$ cat config.mk
export PLATFORM = sky130hd
export DESIGN_NAME = demux5_5
export DESIGN_NICKNAME = d
export VERILOG_FILES = /design/src/rtl/demux5_5.sv
export SDC_FILE = /design/constraint.sdc
export NUM_CORES = 1
export LEC_CHECK = 0
export ABC_CLOCK_PERIOD_IN_PS = 5680
export CORE_UTILIZATION = 40
export CTS_BUF_LIST = sky130_fd_sc_hd__clkbuf_8
export DETAILED_ROUTE_END_ITERATION = 16
export DONT_BUFFER_PORTS = 1
export GPL_ROUTABILITY_DRIVEN = 1
export HOLD_SLACK_MARGIN = 0.05
export PLACE_DENSITY = 0.68
export SLEW_MARGIN = 5
export SYNTH_ARGS = -nofsm -noshare
export SYNTH_HDL_FRONTEND = slang
export SYNTH_SLANG_ARGS = --single-unit
$ cat constraint.sdc
create_clock -name clk -period 5.68 [get_ports clk]
set_input_delay 0.568 -clock clk [delete_from_list [all_inputs] [get_ports clk]]
set_output_delay 0.568 -clock clk [all_outputs]
set_load 0.005 [all_outputs]
$ cat src/rtl/demux5_5.sv
// demux5_5: five-way registered distributor.
// One producer word (data_in + selector) is parked in one of five holding
// slots, each with its own valid/ack handshake toward an independent consumer.
// A word is accepted only when its target slot is empty or drained this cycle.
module demux5_5 #(
  parameter int WIDTH = 32,
  parameter int CNT_W = 16
) (
  input  logic             clk,
  input  logic             reset,
  input  logic [2:0]       selector,
  input  logic [WIDTH-1:0] data_in,
  input  logic             in_valid,
  output logic             in_ready,
  output logic [WIDTH-1:0] data_out_0,
  output logic [WIDTH-1:0] data_out_1,
  output logic [WIDTH-1:0] data_out_2,
  output logic [WIDTH-1:0] data_out_3,
  output logic [WIDTH-1:0] data_out_4,
  output logic [4:0]       out_valid,
  input  logic [4:0]       out_ack,
  output logic             sel_err,
  output logic [CNT_W-1:0] xfer_count
);

  logic [2:0]       slot;      // effective slot after out-of-range folding
  logic             accept;    // word transferred at the coming edge
  logic             sel_oob;   // selector outside 000..100
  logic [4:0]       wr;        // one-hot write strobe per slot
  logic [WIDTH-1:0] data_q [5];

  // Slot decode, back-pressure and per-slot write strobes.
  always_comb begin
    // NOTE: every signal gets a default first so no path leaves it unassigned
    // (an unassigned path in always_comb would infer a latch).
    slot     = 3'd0;
    sel_oob  = 1'b0;
    in_ready = 1'b0;
    accept   = 1'b0;
    wr       = '0;

    sel_oob = (selector > 3'd4);
    // Out-of-range selectors fall back to slot 0, matching the read-side mux.
    slot    = sel_oob ? 3'd0 : selector;

    // A slot is writable when empty, or when its consumer drains it this cycle.
    in_ready = !reset && (!out_valid[slot] || out_ack[slot]);
    accept   = in_valid && in_ready;
    if (accept) begin
      wr = 5'b00001 << slot;
    end
  end

  // Slot data registers: loaded on write, otherwise held (ack does not clear).
  always_ff @(posedge clk or posedge reset) begin
    if (reset) begin
      // NOTE: the holding slots are cleared on reset because consumers see
      // zero data after a flush; these are five registers, not a RAM macro.
      for (int i = 0; i < 5; i++) begin
        data_q[i] <= '0;
      end
    end else begin
      for (int i = 0; i < 5; i++) begin
        if (wr[i]) begin
          // NOTE: non-blocking assignment so every register samples pre-edge
          // values regardless of statement order.
          data_q[i] <= data_in;
        end
      end
    end
  end

  // Valid flags, transfer counter and the one-cycle out-of-range pulse.
  always_ff @(posedge clk or posedge reset) begin
    if (reset) begin
      out_valid  <= '0;
      xfer_count <= '0;
      sel_err    <= 1'b0;
    end else begin
      // Ack on an empty slot is a no-op; a same-cycle write keeps the slot full.
      out_valid  <= (out_valid & ~out_ack) | wr;
      xfer_count <= xfer_count + {{(CNT_W-1){1'b0}}, accept};
      sel_err    <= accept && sel_oob;
    end
  end

  assign data_out_0 = data_q[0];
  assign data_out_1 = data_q[1];
  assign data_out_2 = data_q[2];
  assign data_out_3 = data_q[3];
  assign data_out_4 = data_q[4];

endmodule

==> reports/results.ini <==
[run_status]
outcome=completed

[layout]
syn2layout_area_growth_pct=8.18
final_layout_size_suffix_gt1_frac=0.450
fillers=1521
nNetsFinal=484
post-route-util=0.447
antenna_cells=0
finalNonFillerCells=676

[timing]
rsz0062_at_grt=no
finClkSkew_ns=0.00985
fin_setup_tns_ns=0
finalHoldViolCount=0
final_period_minus_worst_setup_slack_ns=2.67
clock.fmax_mhz=375
period_share=0.470
relSlewSlack=0.306
setup_viol=0
tightest_slew_ns=1.04
drv_slew=0

[yosys]
synth-compound-area-share=0.00987
synth_commonest_cells=dfrtp_1, mux2_2, mux2_4
yosysWarnings=0
synth_area_per_cell_sq_um=16.6
synth_top_family_by_area=multiplexers
yosys.area_share.simple=0.0312
synth-edff-count=0
syn_area_sq_mm=0.00722
synthFlopType=dfrtp_1
synth_top_area_frac=0.631
synth_fp_nets=479
synth_top_cell_by_area=dfrtp_1
netlist_instances=434
yosysMostFrequentCell=dfrtp_1
ys_ff_latch=182
netlist_top_cells_area=dfrtp_1, mux2_2, mux2_4, xnor2_1, buf_6
seq_area_frac_synth=0.631
synth_cell_types=35
muxShareOfSynthArea=0.283
synth_fa_ha_area_frac=0.00502
synth_xor_xnor_area_share=0.0182
async_flop_share=1.00

[global_route]
grt_pass1_wl_mm=22.8
grt_use_total=0.166
grt_pass1_vias=3848
grt.overflow.total=0
grt_max_degree=78
grt_antenna_before_repair=1

[clocking]
numCtsBuffers=17
cts_setup_buffers=0
clk_latency_ns=0.44
clock-root-buffer=clkbuf_8
path_clk_slew_ns=0.10
tritoncts=yes
cts_sinks=182
cts_hold_buffers=0
cts-htree-levels=4
cts_resized=0
max-clock-path-buffers=2

[drt]
drt-initial-drc-count=103
antenna_left=0
viasPerCell=5.37
finalWirelength_mm=15.4
drt-wirelength-per-cell_um=22.8
first_pass_iters=4
drc=0
vias=3632

[worst_hold_path]
hp-class=input pin to async pin

[power_and_ir_drop]
power.density_mw_per_mm2=411
totalPowerFinal_w=0.00321
vdd_drop_max_uv=187
p_leak_nw=3.58

[worst_setup_path]
crit_slowest_cell=dfrtp_1
path_class=register to register
start_kind=register
cp_num_buf_inv=0
cp.arrival_ns=2.99
cp-end-kind=register
required_ns=6.00
cp_max_fo=5
path_cells=mux2_2 > a22oi_1 > a211o_1 > o211a_1 > and2_1 > ha_1 > ha_1 > nand3_1 > nor2_1 > nand3_1 > xnor2_1
crit_path_max_incr_delay_ns=0.42
critPathTopFamily=compound AO/OA/AOI/OAI gates

[placed_design]
dpl.hpwl_mm=10.4
globalplace.congestion=0.780
place.port_buffers=0
dp.cells=645

[floorplanning]
coreArea_sq_mm=0.0175
die_h_um=136
rows=48
dieArea_sq_mm=0.0186
start_util=0.413
boundaryPins=226
chipWidth_um=136

[run]
max_cap_viol_count=0

==> cells in the final DEF, fill, tap and decap left out, drive strengths merged, types with 5 or more instances in the layout <==
cell / count
buf: 6
clkbuf: 18
dfrtp: 182
inv: 9
mux2: 161
nand2: 6
nand3: 7
nand4: 5
nor2: 5
xnor2: 11
==> path summary, 6_finish.rpt <==
| path | startpoint | to | slack, ns | depth (start not counted) |
|---|---|---|---|---|
| hold reg to reg | xfer_count[15] | xfer_count[15] | 0.51 | 1 |
| max in group asynchronous | reset | data_out_4[21] | 4.03 | 2 |
| min in group clk | out_ack[1] | out_valid[1] | 0.21 | 1 |
| setup reg to reg | out_valid[1] | xfer_count[14] | 3.01 | 11 |
| hold / removal | reset | xfer_count[6] | 0.19 | 1 |
| setup / recovery | out_valid[1] | xfer_count[14] | 3.01 | 11 |
==> sequential cells by signal (all words and copies together) (netlist names) <==
| register | cells |
|---|---|
| data_out_4 | 32 |
| data_out_2 | 32 |
| xfer_count | 16 |
| out_valid | 5 |
| data_out_3 | 32 |
| sel_err | 1 |
| data_out_1 | 32 |
| data_out_0 | 32 |
==> metrics by stage <==
| stage | setup WS (ns) | instance area [sq um] | hold slack [ns] |
|---|---|---|---|
| 5_1_grt | 2.73 | 7810 | 0.168 |
| 4_1_cts | 3.01 | 7810 | 0.158 |
| 6_report | 3.01 | 7810 | 0.195 |
| 2_1_floorplan | 1.07 | 7230 | 0.468 |
| 3_3_place_gp | 2.74 | 7410 | 0.495 |
| 3_5_place_dp | 2.65 | 7410 | 0.500 |
==> power by group <==
group          leakage, nW  internal (W)  switching [W]
sequential            2.25       0.00161       0.000285
combinational         1.12      0.000291       0.000123
clock                0.210      0.000445       0.000459
==> per-layer routing <==
metal | GRT usage | routed length, um | share of wire | up-vias
met4 | 0.0691 | 296 | 0.019 | 0
li1 | - | - | - | 1535
met2 | 0.245 | 6880 | 0.45 | 188
met5 | 0 | 0 | 0 | -
met1 | 0.209 | 6490 | 0.42 | 1889
met3 | 0.0764 | 1730 | 0.11 | 20
==> worst register-to-register path: stages, from the launching register on <==
cell and delay (ns):
dfrtp_1 0.42, mux2_2 0.27, a22oi_1 0.16, a211o_1 0.25
o211a_1 0.23, and2_1 0.15, ha_1 0.23, ha_1 0.27
nand3_1 0.11, nor2_1 0.20, nand3_1 0.12, xnor2_1 0.14
==> kinds of logic (layout without fill, tap and decap cells) <==
family / after synthesis / in the layout
AOI/OAI and AO/OA: 10 / 10
xor gates and xnor gates: 15 / 15
adders and majority gates: 3 / 3
buffers and inverters: 25 / 42
DFF: 182 / 182
muxes: 162 / 162
and+or+nand+nor: 37 / 37
==> layout make-up <==
cell class                      count  area (sq um)  area share
Tap cell                          225           282      0.0360
Sequential cell                   182          4550       0.583
Clock buffer                       18           248      0.0317
Timing Repair Buffer                6          45.0     0.00576
Multi-Input combinational cell    227          2510       0.321
Clock inverter                     13           156      0.0200
Inverter                            5          22.5     0.00288
Power figures use the tool's default switching activity.
